==> config.mk <==
export PLATFORM = sky130hd
export DESIGN_NAME = pin_vault
export DESIGN_NICKNAME = d
export VERILOG_FILES = /design/src/rtl/pin_vault_pkg.sv /design/src/rtl/pin_entry_buf.sv /design/src/rtl/pin_vault.sv
export SDC_FILE = /design/constraint.sdc
export NUM_CORES = 1
export LEC_CHECK = 0
export CAP_MARGIN = 20
export CORE_MARGIN = 10
export CORE_UTILIZATION = 35
export DETAILED_ROUTE_END_ITERATION = 7
export PLACE_DENSITY = 0.62
export SLEW_MARGIN = 30
export SYNTH_ARGS = -nofsm -noshare
export SYNTH_HDL_FRONTEND = slang
export SYNTH_SLANG_ARGS = --single-unit
==> constraint.sdc <==
create_clock -name i_clk -period 2.9 [get_ports i_clk]
set_input_delay 0.435 -clock i_clk [delete_from_list [all_inputs] [get_ports i_clk]]
set_output_delay 0.435 -clock i_clk [all_outputs]
set_load 0.05 [all_outputs]
==> src/rtl/pin_vault_pkg.sv <==
// ============================================================================
// pin_vault_pkg : shared state encoding and width helpers for the PIN vault
// Rev 1.0
// ============================================================================
`default_nettype none

package pin_vault_pkg;

  typedef enum logic [1:0] {
    ST_IDLE     = 2'd0,
    ST_UNLOCKED = 2'd1,
    ST_CONFIRM  = 2'd2,
    ST_LOCKED   = 2'd3
  } state_e;

  // Width helpers; a zero-width result is promoted to one bit.
  function automatic int clog2_min1(input int v);
    return (v <= 1) ? 1 : $clog2(v);
  endfunction

  function automatic int pin_w(input int digits, input int digit_w);
    return digits * digit_w;
  endfunction

  function automatic int cnt_w(input int digits);
    return clog2_min1(digits + 1);
  endfunction

  function automatic int fail_w(input int max_fail);
    return clog2_min1(max_fail + 1);
  endfunction

  function automatic int tmr_w(input int lock_cycles);
    return clog2_min1(lock_cycles);
  endfunction

  // Widths for the default configuration (4 digits of 4 bits, 3 fails, 1000 cycles).
  localparam int PIN_W  = pin_w(4, 4);
  localparam int CNT_W  = cnt_w(4);
  localparam int FAIL_W = fail_w(3);
  localparam int TMR_W  = tmr_w(1000);

endpackage

`default_nettype wire

==> src/rtl/pin_entry_buf.sv <==
// ============================================================================
// pin_entry_buf : digit-serial shift buffer with saturating count and clear
// Rev 1.0
// ============================================================================
`default_nettype none

module pin_entry_buf
  import pin_vault_pkg::*;
#(
  parameter int DIGITS  = 4,
  parameter int DIGIT_W = 4
) (
  input  logic                          i_clk,
  input  logic                          i_rst_n,
  input  logic                          i_shift,
  input  logic [DIGIT_W-1:0]            i_digit,
  input  logic                          i_clear,
  output logic [pin_w(DIGITS,DIGIT_W)-1:0] o_entry,
  output logic [cnt_w(DIGITS)-1:0]      o_cnt,
  output logic                          o_full
);

  localparam int c_PIN_W = pin_w(DIGITS, DIGIT_W);
  localparam int c_CNT_W = cnt_w(DIGITS);
  localparam logic [c_CNT_W-1:0] c_FULL = c_CNT_W'(DIGITS);

  logic [c_PIN_W-1:0] r_entry;
  logic [c_CNT_W-1:0] r_cnt;
  logic [c_PIN_W-1:0] w_shifted;
  logic               w_full;
  logic               w_shift_en;

  // First digit keyed ends up in the most significant position.
  generate
    if (DIGITS == 1) begin : g_single
      assign w_shifted = i_digit;
    end else begin : g_multi
      assign w_shifted = {r_entry[c_PIN_W-DIGIT_W-1:0], i_digit};
    end
  endgenerate

  assign w_full     = (r_cnt == c_FULL);
  assign w_shift_en = i_shift && !w_full;

  always_ff @(posedge i_clk) begin
    if (!i_rst_n) begin
      r_entry <= '0;
      r_cnt   <= '0;
    end else if (i_clear) begin
      r_entry <= '0;
      r_cnt   <= '0;
    end else if (w_shift_en) begin
      r_entry <= w_shifted;
      r_cnt   <= r_cnt + c_CNT_W'(1);
    end
  end

  assign o_entry = r_entry;
  assign o_cnt   = r_cnt;
  assign o_full  = w_full;

endmodule

`default_nettype wire

==> src/rtl/pin_vault.sv <==
// ============================================================================
// pin_vault : multi-digit PIN store with verify, lockout and confirmed change
// Rev 1.0
// ============================================================================
`default_nettype none

module pin_vault
  import pin_vault_pkg::*;
#(
  parameter int                              DIGITS      = 4,
  parameter int                              DIGIT_W     = 4,
  parameter int                              MAX_FAIL    = 3,
  parameter int                              LOCK_CYCLES = 1000,
  parameter logic [DIGITS*DIGIT_W-1:0]       RESET_PIN   = '0
) (
  input  logic                               i_clk,
  input  logic                               i_rst_n,
  input  logic                               i_digit_valid,
  input  logic [DIGIT_W-1:0]                 i_digit,
  input  logic                               i_clear,
  input  logic                               i_verify,
  input  logic                               i_change,
  input  logic                               i_relock,
  output logic [DIGITS*DIGIT_W-1:0]          o_stored_pin,
  output logic [cnt_w(DIGITS)-1:0]           o_entry_cnt,
  output logic                               o_match,
  output logic                               o_fail,
  output logic                               o_change_ok,
  output logic                               o_change_err,
  output logic                               o_unlocked,
  output logic                               o_confirm_pending,
  output logic                               o_locked
);

  localparam int c_PIN_W  = pin_w(DIGITS, DIGIT_W);
  localparam int c_FAIL_W = fail_w(MAX_FAIL);
  localparam int c_TMR_W  = tmr_w(LOCK_CYCLES);
  localparam logic [c_FAIL_W-1:0] c_FAIL_MAX = c_FAIL_W'(MAX_FAIL);
  localparam logic [c_TMR_W-1:0]  c_TMR_INIT = c_TMR_W'(LOCK_CYCLES - 1);

  state_e              r_state, w_state_nxt;
  logic [c_PIN_W-1:0]  r_pin, w_pin_nxt;
  logic [c_PIN_W-1:0]  r_cand, w_cand_nxt;
  logic [c_FAIL_W-1:0] r_fail, w_fail_nxt;
  logic [c_TMR_W-1:0]  r_tmr, w_tmr_nxt;
  logic                r_match, r_fail_p, r_ok, r_err;
  logic                w_match_nxt, w_fail_p_nxt, w_ok_nxt, w_err_nxt;

  logic [c_PIN_W-1:0]  w_entry;
  logic                w_full;
  logic                w_is_locked;
  logic                w_cmd_rel, w_cmd_chg, w_cmd_ver, w_accept;
  logic [c_FAIL_W-1:0] w_fail_inc;

  assign w_is_locked = (r_state == ST_LOCKED);

  // Relock needs no entry; the other commands need a full buffer and a legal state.
  assign w_cmd_rel = i_relock && !w_is_locked;
  assign w_cmd_chg = !w_cmd_rel && i_change && w_full &&
                     (r_state == ST_UNLOCKED || r_state == ST_CONFIRM);
  assign w_cmd_ver = !w_cmd_rel && !w_cmd_chg && i_verify && w_full &&
                     (r_state == ST_IDLE || r_state == ST_UNLOCKED);
  assign w_accept  = w_cmd_rel || w_cmd_chg || w_cmd_ver;
  assign w_fail_inc = r_fail + c_FAIL_W'(1);

  pin_entry_buf #(
    .DIGITS  (DIGITS),
    .DIGIT_W (DIGIT_W)
  ) u_entry (
    .i_clk   (i_clk),
    .i_rst_n (i_rst_n),
    .i_shift (i_digit_valid && !w_is_locked && !w_accept),
    .i_digit (i_digit),
    .i_clear ((i_clear && !w_is_locked) || w_accept),
    .o_entry (w_entry),
    .o_cnt   (o_entry_cnt),
    .o_full  (w_full)
  );

  always_comb begin
    w_state_nxt  = r_state;
    w_pin_nxt    = r_pin;
    w_cand_nxt   = r_cand;
    w_fail_nxt   = r_fail;
    w_tmr_nxt    = r_tmr;
    w_match_nxt  = 1'b0;
    w_fail_p_nxt = 1'b0;
    w_ok_nxt     = 1'b0;
    w_err_nxt    = 1'b0;
    case (r_state)
      ST_LOCKED: begin
        if (r_tmr == '0) begin
          w_state_nxt = ST_IDLE;
          w_fail_nxt  = '0;
        end else begin
          w_tmr_nxt = r_tmr - c_TMR_W'(1);
        end
      end
      default: begin
        if (w_cmd_rel) begin
          w_state_nxt = ST_IDLE;
          w_cand_nxt  = '0;
        end else if (w_cmd_chg) begin
          if (r_state == ST_UNLOCKED) begin
            w_cand_nxt  = w_entry;
            w_state_nxt = ST_CONFIRM;
          end else begin
            if (w_entry == r_cand) begin
              w_pin_nxt = r_cand;
              w_ok_nxt  = 1'b1;
            end else begin
              w_err_nxt = 1'b1;
            end
            w_cand_nxt  = '0;
            w_state_nxt = ST_UNLOCKED;
          end
        end else if (w_cmd_ver) begin
          if (w_entry == r_pin) begin
            w_match_nxt = 1'b1;
            w_fail_nxt  = '0;
            w_state_nxt = ST_UNLOCKED;
          end else begin
            w_fail_p_nxt = 1'b1;
            w_fail_nxt   = w_fail_inc;
            if (w_fail_inc == c_FAIL_MAX) begin
              w_state_nxt = ST_LOCKED;
              w_tmr_nxt   = c_TMR_INIT;
            end else begin
              w_state_nxt = ST_IDLE;
            end
          end
        end
      end
    endcase
  end

  always_ff @(posedge i_clk) begin
    if (!i_rst_n) begin
      r_state  <= ST_IDLE;
      r_pin    <= RESET_PIN;
      r_cand   <= '0;
      r_fail   <= '0;
      r_tmr    <= '0;
      r_match  <= 1'b0;
      r_fail_p <= 1'b0;
      r_ok     <= 1'b0;
      r_err    <= 1'b0;
    end else begin
      r_state  <= w_state_nxt;
      r_pin    <= w_pin_nxt;
      r_cand   <= w_cand_nxt;
      r_fail   <= w_fail_nxt;
      r_tmr    <= w_tmr_nxt;
      r_match  <= w_match_nxt;
      r_fail_p <= w_fail_p_nxt;
      r_ok     <= w_ok_nxt;
      r_err    <= w_err_nxt;
    end
  end

  assign o_stored_pin      = r_pin;
  assign o_match           = r_match;
  assign o_fail            = r_fail_p;
  assign o_change_ok       = r_ok;
  assign o_change_err      = r_err;
  assign o_unlocked        = (r_state == ST_UNLOCKED) || (r_state == ST_CONFIRM);
  assign o_confirm_pending = (r_state == ST_CONFIRM);
  assign o_locked          = w_is_locked;

endmodule

`default_nettype wire

### Word level (Yosys, flattened, before mapping)

Cells that the tools add are included.

* div/mod/pow operators: 0
* muxes and demuxes: 27
* equality and inequality tests: 12
* reduce and logical (&&, ||, !) cells: 36
* bitwise logic cells: 6
* $mul: 0
* $add $sub $neg: 3
* shifts and indexed selects: 0
* order comparisons: 0

Operators by type and width (count)
* 2-to-1 mux 10 bit: 7
* 2-to-1 mux 16 bit: 3
* == test 16 bit: 2
* 2-to-1 mux 2 bit: 13
* logical AND 1 bit: 12
* logical NOT 10 bit: 1
* OR reduction 5 bit: 2
* subtractor 10 x 1 -> 10 bit, second input constant: 1
* inequality test 2 bit, second input constant: 4
* == test 2 bit, second input constant: 3
* NOT 1 bit: 6
* AND reduction 6 bit: 1
* nonzero test 2 bit: 3
* logical NOT 1 bit: 5
* logical OR 1 bit: 5
* AND reduction 5 bit: 1
* 2-to-1 mux 1 bit: 4
* AND reduction 2 bit: 2
* AND reduction 4 bit: 1
* nonzero test 4 bit: 1
* adder 3 x 1 -> 3 bit, second input constant: 1
* == test 3 bit, second input constant: 1
* adder 2 x 1 -> 2 bit, second input constant: 1
* == test 2 x 1 -> 1 bit, second input constant: 1
* other kinds (3): 3

* memory bits (writable): 0
* word-level logic and storage cells: 95
* bits in latches: 0
* memories kept: 0
* memory bits (read-only): 0
* output and inout port bits: 26
* input bits: 11
* flip-flop bits (word level): 69

### Depth between registers and ports, before layout

* word-level depth: 16
* depth in mapped cells: 8
* depth with buffers taken out: 7

### By module

A second synthesis with hierarchy kept.

* cells, all modules: 399
* area total of the unflattened synthesis: 3508.4 um^2

Modules (own cells, without submodules)
* pin_vault: instances 1, cells an instance 321, sequential area each 1001.0 um^2, area an instance 2612.5 um^2
* pin_entry_buf: instances 1, cells an instance 78, sequential area each 380.4 um^2, area an instance 895.9 um^2

### Least setup slack after synthesis

Ideal clock, no wire load.

* kind: reg-to-reg
* from: reg r_state[1]
* to: reg r_pin[0], in the netlist o_stored_pin[0]
* period minus slack after synthesis: 2.476 ns
* slack: 0.424 ns
* stages on the path, launching flop included: 8
* path buffers: 1
* setup time: 0.070 ns
* data arrival time: 2.405 ns
* required time: 2.830 ns
* cell sequence: dfxtp_1 > inv_1 > ha_1 > nand4_1 > nor4_1 > clkbuf_1 > nand3_1 > a21oi_1

* elaborated cells on any way between the ends: 14
* classes of those cells: eq/ne (3); bitwise (3); reduce/logical (8)

RTL lines
* start: declaration: RTL line pin_vault.sv:41 `state_e r_state, w_state_nxt;`
* start signal: assignment: RTL line pin_vault.sv:149 `r_state <= w_state_nxt;`
* == test 2 x 1 -> 1 bit / == test 2 bit (equally long branches)
* logical OR 1 bit (*)
* via o_unlocked: RTL line pin_vault.sv:30 `output logic o_unlocked,`
* logical AND 1 bit (*): RTL line pin_vault.sv:59 `assign w_cmd_chg = !w_cmd_rel && i_change && w_full &&`
* AND reduction 5 bit (no source line) (*)
* end signal: assignment: RTL line pin_vault.sv:150 `r_pin <= w_pin_nxt;`
* end: declaration: RTL line pin_vault.sv:42 `logic [c_PIN_W-1:0] r_pin, w_pin_nxt;`

Mark *: on every way through the listed nets, which the timed path passes. The rest lies on a longest branch.
A chain may end at the register's enable or synchronous reset.

### Worst setup path in the final report

* from: reg r_state[1]
* to: out o_unlocked

* cells in the longest elaborated chain, start to end: 2
* elaborated cells on any way between the ends: 3
* classes of those cells: eq/ne (2); reduce/logical (1)

RTL lines
* == test 2 x 1 -> 1 bit / == test 2 bit (equally long branches): RTL line pin_vault.sv:166 `assign o_unlocked = (r_state == ST_UNLOCKED) || (r_state == ST_CONFIRM);`
* logical OR 1 bit (*): RTL line pin_vault.sv:166
* end: declaration: RTL line pin_vault.sv:30

Every way passes the cells marked *; elsewhere a longest branch is shown, timed or not.

==> metrics.csv <==
stage,metric,value,unit
power,internal_power,0.00129,W
hold_path,hold_path.class,reg -> reg,
yosys,async_reset_ff_share,0,%
sta,setup_viol,0,
outcome,outcome,"complete, no violations",
drt,routed_wl,8900,um
sta,final_max_slew_viol_count,0,
drt,wire_per_inst,16.1,um
yosys,yosysWarnings,0,
power,peakVddDrop,0.160,mV
cts,clock_path_buffers,2,
grt,top_usage_layer,met2,
sta,setup_ws,0.471,ns
yosys,synthDistinctLibCells,47,
yosys,synth.largest_area_cell,dfxtp_1,
grt,grt_util_all_layers,13.7,%
flow_run,maxCapViolations,0,
die,die_h,117,um
yosys,synth_top_family_by_area,simple AND/OR/NAND/NOR gates,
final_layout,drive_above_1_share,8.18,%
grt,grt_pass1_wl,14800,um
power,p_switching,0.000439,W
power,power_density,434,nW/um2
die,dieArea,13700,um2
cts,cts.sink_count,69,
drt,drc,0,
yosys,synth_nets,417,
sta,clock_skew,0.00919,ns
grt,antenna_found_initial,0,
final_layout,syn_to_final_growth,20.6,%
drt,vias,2968,
sta,relSlewSlack,49.5,%
cts,ctsResizeCount,0,
power,p_clk_share,38.0,%
drt,antenna_left,0,
die,initial_core_util,35.9,%
grt,use_met1,17.4,%
final_layout,seqCellArea,1380,um2
sta,fin_tns_setup,0,ns
grt,grt_pass1_vias,2930,
yosys,postSynthCellCount,398,
yosys,synth_compound_area_share,20.3,%
drt,drt_first_pass_iters,5,
yosys,yosys.area_share.simple,21.8,%
cts,clockRootBuffer,clkbuf_8,
setup_path,crit_required,2.47,ns
placed_design,post-place-ws,0.355,ns
sta,worstMarginPinSlew,0.757,ns
setup_path,cp-end-kind,primary output,
cts,post_cts_buffers,0,
cts,cts_buffers,9,
power,p_seq_share,55.3,%
sta,rsz0062_at_grt,no,
power,power.leakage,1.41,nW
drt,routed_via_density,5.39,
sta,hold_viol,0,
setup_path,path_class,reg -> out,
power,switching_share,25.4,%
cts,cts_tree,built,
yosys,synth_mux_area_share,0,%
die,io_pins,37,
yosys,synth_fa_ha_area_share,3.04,%
drt,initialDrtViolationCount,165,
die,die_width,117,um
grt,grtUsageMet2,21.3,%
setup_path,cp_max_fo,5,
cts,clk_pin_slew,0.07,ns
yosys,synth.avg_cell_area,8.28,um2
yosys,synth_xor_area_share,9.03,%
cts,hold_buffers,0,
sta,fmax,412,MHz
final_layout,fin_nets,456,
final_layout,multi_input_area,1790,um2
placed_design,dpl.hpwl,6390,um
sta,fin_crit_sh,83.8,%
yosys,ys_top_cells_by_area,"dfxtp_1 42%, a21oi_1 7.6%, nand2_1 7.1%",
setup_path,arrival,1.99,ns
yosys,ys_seq_area_share,41.9,%
cts,h-tree-depth,3,
yosys,synth-seq-cells,69,
final_layout,antenna_cells,0,
sta,period_minus_slack,2.43,ns
power,power_frac_comb,6.6,%
yosys,synth_area,3300,um2
cts,clkLatencyLatePin,0.34,ns
die,core_area,9200,um2
setup_path,cp-start-kind,flip-flop,
yosys,yosysTopAreaCellShare,41.9,%
grt,use_met3,2.96,%
placed_design,numPortBuffers,36,
yosys,ys.flop_type,dfxtp_1,
die,num_rows,35,
grt,grt_max_degree,22,
final_layout,fillers,924,
grt,overflow,0,
placed_design,place_congestion,0.876,
yosys,synth_edf_count,0,
[layout make-up]
cell class / count / share of cell area [%]
Multi-Input combinational cell: 295 / 45.1
Sequential cell: 69 / 34.7
Timing Repair Buffer: 50 / 11.7
Tap cell: 111 / 3.49
Clock buffer: 9 / 3.11
Inverter: 12 / 1.13
Clock inverter: 5 / 0.755
[path summary, 6_finish.rpt]
check	cells past startpoint	start	end	slack, ns
max reg2reg	6	r_state[1]	o_stored_pin[0]	0.53
min reg2reg	2	r_cand[12]	r_cand[12]	0.49
max	3	r_state[1]	o_unlocked	0.47
min	2	r_cand[12]	r_cand[12]	0.49
[flip-flops by register name (all words and copies together), names as in the netlist]
register,cells
u_entry.o_entry,16
o_change_err,1
r_tmr,10
r_fail,2
o_stored_pin,16
r_cand,16
o_change_ok,1
u_entry.o_cnt,3
o_match,1
o_fail,1
r_state,2
[metal layers]
| metal | vias up | routed length (um) | share of wire (%) |
|---|---|---|---|
| met4 | 0 | 192 | 2.2 |
| met3 | 16 | 669 | 7.5 |
| met2 | 92 | 4080 | 46 |
| met1 | 1361 | 3960 | 45 |
| met5 | - | 0 | 0 |
| li1 | 1499 | - | - |
[cells by family (layout without fill, tap and decap cells)]
group,after synthesis,after routing
AOI/OAI and AO/OA,104,104
xor gates and xnor gates,34,34
adders and majority gates,8,8
buffers and inverters,34,76
DFF,69,69
and+or+nand+nor,149,149
[Yosys cell counts (all sizes together), types with 2 or more instances]
master and n:
clkbuf 18, o21a 6, buf 4, nand4 9, a311oi 3, o21ai 20
nand3 34, nand2 62, nor2 12, o41a 2, a21oi 50, ha 8
a32o 2, a211oi 2, xnor2 17, nor4 10, or4 3, a31oi 2
o211a 2, nor2b 2, o311a 2, nor3 7, and4 2, and3 2
o31ai 4, dfxtp 69, a31o 2, o41ai 2, inv 12, xor2 17
[power by group through the flow]
| stage | registers [W] | logic [W] | clock network, W |
|---|---|---|---|
| 6_report | 0.000955 | 0.000115 | 0.000656 |
| 5_1_grt | 0.000955 | 0.000128 | 0.000702 |
| 4_1_cts | 0.000954 | 0.000115 | 0.000672 |
| 3_5_place_dp | 0.000977 | 0.000115 | 0 |
| 3_3_place_gp | 0.000976 | 0.000114 | 0 |
| 2_1_floorplan | 0.000976 | 0.0000697 | 0 |
[worst max-delay path, cell delays in order (launching register included)]
cell,delay (ns)
dfxtp_1,0.39
inv_1,0.10
ha_1,0.34
clkdlybuf4s50_1,0.83
[metrics by stage]
stage / util (%) / power (W) / std cells / instance area (um2) / hold slack [ns]
after global placement: 41.6 / 0.00109 / 537 / 3820 / 0.467
after CTS: 43.3 / 0.00174 / 551 / 3980 / 0.487
after detailed placement: 41.6 / 0.00109 / 537 / 3820 / 0.477
after floorplan: - / 0.00105 / 398 / 3300 / 0.457
final: 43.3 / 0.00173 / 551 / 3980 / 0.486
after global routing: 43.3 / 0.00178 / 551 / 3980 / 0.510
[layout by cell type (no fill, tap or decap), drive strengths merged, types with 3 or more instances in the layout]
cell type,count
dfxtp,69
xnor2,17
nand2,62
nand4,9
ha,8
nor3,7
a311oi,3
nor2,12
o21a,6
clkdlybuf4s50,36
clkbuf,9
o31ai,4
buf,14
clkinv,3
xor2,17
nor4,10
a21oi,50
nand3,34
inv,12
o21ai,20
or4,3
Note: power is estimated with default switching activity, not from simulation.
